### src/rtl/fetch_prefetch_unit.sv
// fetch_prefetch_unit
// Instruction-fetch front end between the PC and the decode pipeline register.
// It issues word fetches to a pipelined, in-order instruction memory, buffers
// the returned words with their PC and PC+4 in a small FIFO, and hands them to
// decode. A redirect from execute flushes the FIFO and drops every response
// that is still in flight.
//
// Ports:
//   clk, reset         clock; asynchronous active-high reset
//   mem_req_valid/ready/addr   fetch request channel (word-aligned address)
//   mem_rsp_valid/data         in-order response channel, variable latency
//   instr_valid/ready          FIFO head handshake towards decode
//   instr, instr_pc, instr_pc_plus4   head entry contents
//   redirect, redirect_pc      taken branch / jump target from execute
//
// Handshakes: a transfer happens on a rising clk edge where valid and ready
// are both high. A producer raises valid independent of ready. On the request
// channel valid only falls without a transfer when credits run out or a
// redirect is present; the address is held stable while valid waits for ready.
// The response channel has no ready: a credit scheme (buffered entries plus
// requests in flight never exceed DEPTH) guarantees every response a slot.
module fetch_prefetch_unit #(
  parameter int          DEPTH    = 4,
  parameter logic [31:0] RESET_PC = 32'h0000_0000
) (
  input  logic        clk,
  input  logic        reset,
  output logic        mem_req_valid,
  input  logic        mem_req_ready,
  output logic [31:0] mem_req_addr,
  input  logic        mem_rsp_valid,
  input  logic [31:0] mem_rsp_data,
  output logic        instr_valid,
  input  logic        instr_ready,
  output logic [31:0] instr,
  output logic [31:0] instr_pc,
  output logic [31:0] instr_pc_plus4,
  input  logic        redirect,
  input  logic [31:0] redirect_pc
);

  localparam int CW = $clog2(DEPTH + 1);
  localparam int PW = $clog2(DEPTH);

  logic [31:0]   fetchPc;
  logic [31:0]   respPc;
  logic [CW-1:0] count;
  logic [CW-1:0] outstanding;
  logic [CW-1:0] dropCnt;
  logic [PW-1:0] headPtr;
  logic [PW-1:0] tailPtr;

  logic [31:0] fifoInstr [DEPTH];
  logic [31:0] fifoPc    [DEPTH];
  logic [31:0] fifoPc4   [DEPTH];

  logic [CW:0]   inUse;
  logic          creditOk;
  logic          reqFire;
  logic          rspTake;
  logic          rspPush;
  logic          popFire;
  logic [31:0]   target;

  // Slots already committed: buffered entries plus requests still in flight.
  assign inUse    = {1'b0, count} + {1'b0, outstanding};
  assign creditOk = inUse < (CW+1)'(DEPTH);

  assign mem_req_valid = ~reset & ~redirect & creditOk;
  assign mem_req_addr  = fetchPc;
  assign reqFire       = mem_req_valid & mem_req_ready;

  // A response with nothing outstanding is a leftover from before a reset.
  assign rspTake = mem_rsp_valid & (outstanding != '0);
  assign rspPush = rspTake & (dropCnt == '0) & ~redirect;

  assign instr_valid    = count != '0;
  assign instr          = fifoInstr[headPtr];
  assign instr_pc       = fifoPc[headPtr];
  assign instr_pc_plus4 = fifoPc4[headPtr];
  assign popFire        = instr_valid & instr_ready & ~redirect;

  // Low two bits of the target are forced to zero (word alignment).
  assign target = redirect_pc & ~32'h3;

  always_ff @(posedge clk or posedge reset) begin
    if (reset) begin
      fetchPc     <= RESET_PC;
      respPc      <= RESET_PC;
      count       <= '0;
      outstanding <= '0;
      dropCnt     <= '0;
      headPtr     <= '0;
      tailPtr     <= '0;
      for (int i = 0; i < DEPTH; i++) begin
        fifoInstr[i] <= '0;
        fifoPc[i]    <= '0;
        fifoPc4[i]   <= '0;
      end
    end else begin
      // Net of issue and response; reqFire is already low during a redirect.
      outstanding <= outstanding + CW'(reqFire) - CW'(rspTake);

      if (redirect) begin
        count   <= '0;
        headPtr <= '0;
        tailPtr <= '0;
        fetchPc <= target;
        respPc  <= target;
        // Everything still in flight after this edge belongs to the old path.
        dropCnt <= outstanding - CW'(rspTake);
      end else begin
        if (reqFire) begin
          fetchPc <= fetchPc + 32'd4;
        end
        if (rspTake && (dropCnt != '0)) begin
          dropCnt <= dropCnt - CW'(1);
        end
        if (rspPush) begin
          fifoInstr[tailPtr] <= mem_rsp_data;
          fifoPc[tailPtr]    <= respPc;
          fifoPc4[tailPtr]   <= respPc + 32'd4;
          tailPtr            <= tailPtr + PW'(1);
          respPc             <= respPc + 32'd4;
        end
        if (popFire) begin
          headPtr <= headPtr + PW'(1);
        end
        count <= count + CW'(rspPush) - CW'(popFire);
      end
    end
  end

  always @(posedge clk) begin
    if (!reset) begin
      assert (inUse <= (CW+1)'(DEPTH))
        else $error("credit invariant broken: count+outstanding > DEPTH");
      assert (dropCnt <= outstanding)
        else $error("drop count exceeds outstanding requests");
    end
  end

endmodule

### config.mk
export PLATFORM = sky130hd
export DESIGN_NAME = fetch_prefetch_unit
export DESIGN_NICKNAME = d
export VERILOG_FILES = /design/src/rtl/fetch_prefetch_unit.sv
export SDC_FILE = /design/constraint.sdc
export NUM_CORES = 1
export LEC_CHECK = 0
export ABC_AREA = 1
export CAP_MARGIN = 20
export CORE_MARGIN = 2
export CORE_UTILIZATION = 33
export CTS_BUF_LIST = sky130_fd_sc_hd__clkbuf_8
export DETAILED_ROUTE_END_ITERATION = 12
export PLACE_DENSITY = 0.58
export SETUP_SLACK_MARGIN = 0.02
export SLEW_MARGIN = 20
export SYNTH_ARGS = -nofsm -noshare
export SYNTH_HDL_FRONTEND = slang
export SYNTH_SLANG_ARGS = --single-unit
### constraint.sdc
create_clock -name clk -period 33.1 [get_ports clk]
set_input_delay 9.93 -clock clk [delete_from_list [all_inputs] [get_ports clk]]
set_output_delay 9.93 -clock clk [all_outputs]
set_load 0.03 [all_outputs]
## After elaboration in Yosys (flattened, before gate mapping)

Cells that the tools add are included.

- Output and inout port bits: 130
- Register bits after elaboration: 461

- Magnitude comparators: 4
- Add/subtract/negate cells: 11
- Bitwise gates (word level): 12
- Reduce and logical (&&, ||, !) cells: 11
- Muxes and demuxes: 25

Operators by type and width:

| cell | count |
|---|---|
| $bwmux W128 | 3 |
| $mux W32 | 11 |
| $bmux W32 S2 | 3 |
| $add A32 B3 Y32 const B | 2 |
| $demux W32 S2 | 1 |
| $mux W3 | 3 |
| $reduce_bool A3 Y1 | 3 |
| $sub A3 B1 Y3 | 3 |
| $and A1 B1 Y1 | 8 |
| $mux W2 | 4 |
| $reduce_bool A2 Y1 | 4 |
| $add A3 B1 Y3 | 2 |
| $ge A3 B3 Y1 const B | 2 |
| $not A2 Y3 | 2 |
| $add A2 B1 Y2 const B | 2 |
| $add A3 B3 Y4 | 1 |
| $lt A4 B3 Y1 const B | 1 |
| $logic_not A3 Y1 | 1 |
| $lt A3 B1 Y1 const B | 1 |
| $sub A3 B1 Y3 const B | 1 |
| $logic_and A1 B1 Y1 | 2 |
| $not A1 Y1 | 2 |
| $reduce_and A2 Y1 | 1 |

## Longest topological paths before layout

- Depth in word-level cells: 7
- Mapped depth: 13
- Gate-level depth less buffers: 12

## Worst setup path after synthesis

Ideal clock, no wire load.

- Kind: input to output
- From: input reset
- To: output mem_req_valid
- Stages: 3
- Path slack: 3045 ps
- Data arrival time: 20125 ps
- Buffers on the path: 0
- Path through: inv_1 -> nand3b_1 -> nor2_2

- Longest elaborated chain between the ends: 3

Ends and longest elaborated chain:

| what | RTL line | RTL |
|---|---|---|
| start: declaration | 27 | `input logic reset,` |
| $not A1 Y1 | 69 | `assign mem_req_valid = ~reset & ~redirect & creditOk;` |
| $and A1 B1 Y1 (2 in series) | 69 |  |
| end: declaration | 28 | `output logic mem_req_valid,` |

Every way passes these cells.

## Worst setup path in the final report

- From: input redirect
- To: output mem_req_valid

- Longest elaborated chain between the ends: 3

Ends and longest elaborated chain:

| what | RTL line | RTL |
|---|---|---|
| start: declaration | 38 | `input logic redirect,` |
| $not A1 Y1 (no line) | -- |  |
| $and A1 B1 Y1 (2 in series) | 69 |  |

Every way passes these cells.

==> flow_metrics.tcl <==
set metrics [dict create \
    rr_startpoint "dropCnt[0]$_DFFE_PP0P_" \
    hold_viol_final 0 \
    detailed_routing_iteration_count_for_the_pre_antenna_repair_pass 5 \
    kind_of_critical_path "input pin to output port" \
    max_slew.worst_pin.slew_ns 1.08 \
    syn-mean-instance-area_um2 7.77 \
    cts_tree "done" \
    synth-main-ff-cell "sky130_fd_sc_hd__dfrtp_1" \
    final.period_utilization_pct 67.0 \
    post_route_cells_drive_above_1_share_pct 5.74 \
    floorplan.die.height_um 257 \
    first_iter_violations 1670 \
    die-width_um 257 \
    ctsLongestPathBuffers 3 \
    maximum_clock_frequency_mhz 45.1 \
    vias 19000 \
    timing.rr.end "fifoPc4[34]$_DFFE_PP0P_" \
    worst_setup_path_start_kind "input pin" \
    ys_seq_area_share_pct 52.3 \
    layout.cell_area.non_filler_mm2 0.0251 \
    period_minus_slack_ns 22.17 \
    crit_path_max_incr_delay_ns 0.71 \
    synth.largest_area_cell "sky130_fd_sc_hd__dfrtp_1" \
    post_cts_resize_count 0 \
    grt_usage_pct 20.8 \
    crit_path_top_delay_cell "sky130_fd_sc_hd__clkdlybuf4s50_1" \
    slew_headroom_pct 28.2 \
    globalRoute.totalOverflow 0 \
    arrival_ns 12.24 \
    power.ir.vdd_worst_uv 43.0 \
    synth_warnings 0 \
    ys_top_cells_by_area "sky130_fd_sc_hd__dfrtp_1 (52%), sky130_fd_sc_hd__nand2_1 (20%), sky130_fd_sc_hd__o21ai_0 (7.8%), sky130_fd_sc_hd__nor2_1 (4.4%), sky130_fd_sc_hd__o22ai_1 (2.5%)" \
    tritoncts_sinks 441 \
    hold_path_class "flop to flop" \
    hold_worst_slack_ns 0.474 \
    vias_per_cell 5.05 \
    setup.worst_path.end_class "output port" \
    start_util_pct 33.4 \
    antenna_found_initial 0 \
    detail_route.drc_violations 0 \
    io_buffer_count 191 \
    min_from "fifoPc4[79]$_DFFE_PP0P_" \
    cts_htree_levels 3 \
    post-synth-top-area-fraction_pct 52.3 \
    postSynthRegisterBits 441 \
    run_status "complete, no violations" \
    clock-root-buffer "sky130_fd_sc_hd__clkbuf_8" \
    placement.cell_area_mm2 0.0234 \
    utilization_pct 39.8 \
    synth-async-reset-ratio_pct 100 \
    core_area_mm2 0.0631 \
    globalplace.congestion 0.880 \
    boundaryPins 200 \
    routedWlPerCell_um 18.2 \
    antennaDiodeCount 0 \
    synth_cells 2716 \
    synth_cell_types 37 \
    r2r_cells 11 \
    clock_skews_ns 0.0242 \
    postCtsSetupRepairBufs 0 \
    clk_pin_slew_worst_paths_ns 0.05 \
    clk_latency_worst_skew_pair_ns 0.67 \
    timing.hold.worst_endpoint "fifoPc4[79]$_DFFE_PP0P_" \
    setup_violations 0 \
    cts_made_buffers 80 \
    wirelength_um 68500 \
    required_ns 23.17 \
    report.final.slew_viol_count 0 \
    area_delta_synth_final_pct 19.0 \
    syn_area_mm2 0.0211 \
    setup_repair_after_global_routing_missed_its_margin "no" \
    p_leak_nw 12.7 \
    regToRegSetupSlack_ns 29.47 \
    crit_path_frequent_cell "sky130_fd_sc_hd__clkdlybuf4s50_1" \
    hold_buffers 0 \
    synth_edf_count 0 \
    timing.max_cap.violations 0 \
    floorplan.die_area_mm2 0.0659 \
    vias_in_the_first_global_route 18700 \
    timing.critical_path.cells "clkdlybuf4s50_1 -> buf_4 -> inv_2 -> nand3b_1 -> nor2_2 -> clkdlybuf4s50_1" \
    detail-route-antenna-nets 0 \
    grt_start_max_net_pins 182 \
    crit_fanout 36 \
    placement_rows 92 \
    grt_pass1_wl_um 108000 \
    setup_total_negative_slack_ns 0 \
    power-per-cell-area_mw_per_mm2 87.7 \
    timing.hold.worst_path_depth 2 \
    dp_hpwl_um 41200 \
    nNetsFinal 2935 \
]
-- cells in the mapped netlist, drive strengths merged (4+ instances only) --
cell,instances
xor2,27
nand4,8
nand2,1136
o22ai,83
o211ai,14
inv,113
nand3,83
clkbuf,82
ha,16
nor3,4
xnor2,7
o21a,4
buf,85
dfrtp,441
a21oi,16
o21ai,330
nor2,254
-- worst max-delay path: cells and delay by family --
| family | cells | cell delay, ns |
|---|---|---|
| simple gates | 2 | 0.40 |
| buf+inv | 4 | 1.88 |
-- routing by layer --
| layer | share of wire, % | GRT usage (%) | up-vias |
|---|---|---|---|
| li1 | - | - | 8911 |
| met1 | 45 | 28.8 | 9278 |
| met2 | 46 | 32.9 | 683 |
| met3 | 6.2 | 3.66 | 118 |
| met4 | 2.6 | 6.91 | 0 |
| met5 | 0 | 0 | - |
-- cells by family (layout without fill, tap and decap cells) --
logic type	count (synthesis)	count (layout)	synth area share, %
AO/OA/AOI/OAI	453	453	11.6
XOR/XNOR	34	34	1.41
adder cells (fa/ha/maj)	18	18	1.14
buffers and inverters	281	471	5.96
flip-flops	441	441	52.3
other	1	6	0.0178
AND/OR/NAND/NOR	1488	1488	27.6
-- sequential cells by signal (all words and copies together), names as in the netlist --
| register | flops |
|---|---|
| respPc | 30 |
| fifoPc | 120 |
| fifoPc4 | 120 |
| count | 3 |
| headPtr | 2 |
| tailPtr | 2 |
| dropCnt | 3 |
| outstanding | 3 |
| fifoInstr | 128 |
| mem_req_addr | 30 |
-- layout make-up --
| type | count | area, µm² |
|---|---|---|
| fill | 6476 | 38000 |
| sequential | 441 | 11000 |
| tap | 846 | 1060 |
| clock inverter | 38 | 179 |
| timing repair buffer | 211 | 2080 |
| inverter | 114 | 448 |
| multi-input combinational | 1999 | 8820 |
| clock buffer | 108 | 1490 |
-- stage by stage --
step | std cells | setup slack (ns) | total power, mW
2_1_floorplan | 2721 | 3.04 | 1.31
3_3_place_gp | 3611 | 10.96 | 1.67
3_5_place_dp | 3611 | 10.98 | 1.69
4_1_cts | 3757 | 10.96 | 2.23
5_1_grt | 3757 | 10.81 | 2.34
6_report | 3757 | 10.93 | 2.20
-- worst max-delay path by stage --
stage                  start       endpoint  slack, ns  cells after the start
CTS                 redirect  mem_req_valid      10.96                      6
finish              redirect  mem_req_valid      10.93                      6
global placement    redirect  mem_req_valid      10.96                      6
global route        redirect  mem_req_valid      10.81                      6
detailed placement  redirect  mem_req_valid      10.98                      6
floorplan              reset  mem_req_valid       3.04                      3
-- layout by cell type, fill, tap and decap left out, types with 5 or more instances in the layout --
cell,instances
sky130_fd_sc_hd__a21oi_1,16
sky130_fd_sc_hd__buf_4,18
sky130_fd_sc_hd__clkbuf_8,108
sky130_fd_sc_hd__clkdlybuf4s50_1,191
sky130_fd_sc_hd__clkinv_2,9
sky130_fd_sc_hd__conb_1,6
sky130_fd_sc_hd__dfrtp_1,439
sky130_fd_sc_hd__ha_1,16
sky130_fd_sc_hd__inv_1,131
sky130_fd_sc_hd__nand2_1,1131
sky130_fd_sc_hd__nand2_4,5
sky130_fd_sc_hd__nand3_1,79
sky130_fd_sc_hd__nand4_1,8
sky130_fd_sc_hd__nor2_1,248
sky130_fd_sc_hd__o211ai_1,14
sky130_fd_sc_hd__o21ai_0,329
sky130_fd_sc_hd__o22ai_1,83
sky130_fd_sc_hd__xnor2_1,7
sky130_fd_sc_hd__xor2_1,27
-- where the power goes --
part / total, mW / internal [mW] / switching, mW
sequential: 0.763 / 0.672 / 0.0904
combinational: 0.910 / 0.324 / 0.586
clock: 0.529 / 0.292 / 0.238
total: 2.20 / 1.29 / 0.914
(Power assumes the default switching activity.)
==> variant (same settings) <==
Set the parameter `DEPTH` to 2 (it was 4).
--- a/src/rtl/fetch_prefetch_unit.sv
+++ b/src/rtl/fetch_prefetch_unit.sv
@@ -22,3 +22,3 @@
 module fetch_prefetch_unit #(
-  parameter int          DEPTH    = 4,
+  parameter int          DEPTH    = 2,
   parameter logic [31:0] RESET_PC = 32'h0000_0000
Behaviour: not the same (Yosys sat finds a counterexample within 4 cycles, from zero or initial values and one cycle with reset high).
==> variant against the original RTL <==
Non-clock buffer count down 9; cell area down 36%; die area down 39%; total power down 41%; setup slack better by 0.48 ns; core utilization up 1.8 points; worst hold slack worse by 0.0051 ns; wire length down 45%; area after synthesis down 39%; sequential cell count down 189; largest power group unchanged; highest routed layer unchanged.
==> variant: results (changes against the original RTL) <==
Run status
  – Status: finished, final reports clean

CTS
  – Later-pin clock latency in the skew report: 0.57 ns (-0.10 ns)
  – Total CTS buffers: 46 (-43%)
  – Max H-tree Level: 2 (-1)

Finish
  – Ratio of cells with drive above 1 in the final layout: 0.05365 (-0.003715)
  – Number of inserted filler cells in the final layout: 4052 (-37%)
  – Final net count: 2004 (-32%)
  – Largest registers ranked by flip-flop count: fifoInstr x64, fifoPc4 x60, fifoPc x60

Yosys
  – Leading cell types by total area after synthesis: sky130_fd_sc_hd__dfrtp_1, sky130_fd_sc_hd__nand2_1, sky130_fd_sc_hd__o21ai_0
  – Post-synth top cells: sky130_fd_sc_hd__nand2_1, sky130_fd_sc_hd__dfrtp_1, sky130_fd_sc_hd__o21ai_0, sky130_fd_sc_hd__inv_1, sky130_fd_sc_hd__nor2_1
  – Post-synthesis share of cell area spent on full adders, half adders and majority gates: 0.009379 (-0.002012)
  – Share of the yosys chip area belonging to registers: 0.4924 (-0.03088)
  – Share of Yosys cell area claimed by the top area cell type: 0.4924 (-0.03088)
  – Post-synthesis cell type count: 36 (-2.7%)

Routing
  – Mean routed wirelength per cell: 15.35 um (-16%)
  – Number of design-rule violations left by the first detailed-router iteration: 697 (-58%)
  – Wl on met1: 18290 um (-40%)
  – Amount of wire on met2 after detailed routing: 16860 um (-47%)

Power
  – Power density cells: 81.35 nW/um2 (-7.2%)
  – Clock net power: 298 uW (-44%)
  – Internal Pwr Total: 771.6 uW (-40%)

Placement
  – RePlAce Congestion: 0.9146 (+3.9%)

Worst setup path
  – Worst-path fanout max: 35 (-2.8%)
  – Crit path arrival time: 11.76 ns (-0.48 ns)

GRT
  – Pin count of the biggest net entering global routing: 133 (-27%)
  – Number of global-route vias before repair: 10880 (-42%)

Timing
  – Fin Clk Skew: 0.02460 ns (+0.0003745 ns)

Floorplan
  – Number of placement rows: 72 (-22%)
-- variant: critical path: stages --
cell and delay, ns:
sky130_fd_sc_hd__clkdlybuf4s50_1 0.46, sky130_fd_sc_hd__buf_4 0.37, sky130_fd_sc_hd__inv_2 0.24, sky130_fd_sc_hd__nand3_1 0.14
sky130_fd_sc_hd__inv_1 0.04, sky130_fd_sc_hd__clkdlybuf4s50_1 0.58
-- variant: metal layers --
layer	vias up	track usage
li1	5700	-
met2	339	0.2888
met3	62	0.03295
met4	0	0.05185
met1	5419	0.2671
met5	-	0
-- variant: kinds of logic (layout without fill, tap and decap cells) --
group / after synthesis / after routing
simple gates: 1009 / 1009
flops: 252 / 252
buf+inv: 245 / 448
compound gates: 203 / 203
xor+xnor: 30 / 30
fa+ha+maj: 9 / 9
other cells: 1 / 6
-- variant: stage by stage --
stage | setup slack (ns) | std cells
global route | 11.34 | 2475
global placement | 11.43 | 2393
finish | 11.41 | 2475
detailed placement | 11.41 | 2393
floorplan | 12.55 | 1754
CTS | 11.41 | 2473
-- variant: area by class of cell --
class | count | area, um2 | area share
inverter | 166 | 633.1 | 0.03961
timing repair buffer | 202 | 2014 | 0.1260
sequential | 252 | 6310 | 0.3947
multi-input combinational | 1257 | 5456 | 0.3413
clock buffer | 56 | 770.7 | 0.04822
tap | 518 | 648.1 | 0.04054
clock inverter | 24 | 152.6 | 0.009549
-- variant: worst paths after layout --
kind	cells past startpoint	from	slack, ns	to
hold / removal	2	fifoPc4[2]	0.47	fifoPc4[2]
max in group asynchronous	3	reset	21.51	mem_req_addr[3]
setup reg to reg	9	dropCnt[0]	29.64	fifoPc[28]
hold reg to reg	2	fifoPc4[2]	0.47	fifoPc4[2]
min in group asynchronous	2	reset	10.00	outstanding[1]
setup / recovery	6	redirect	11.41	mem_req_valid
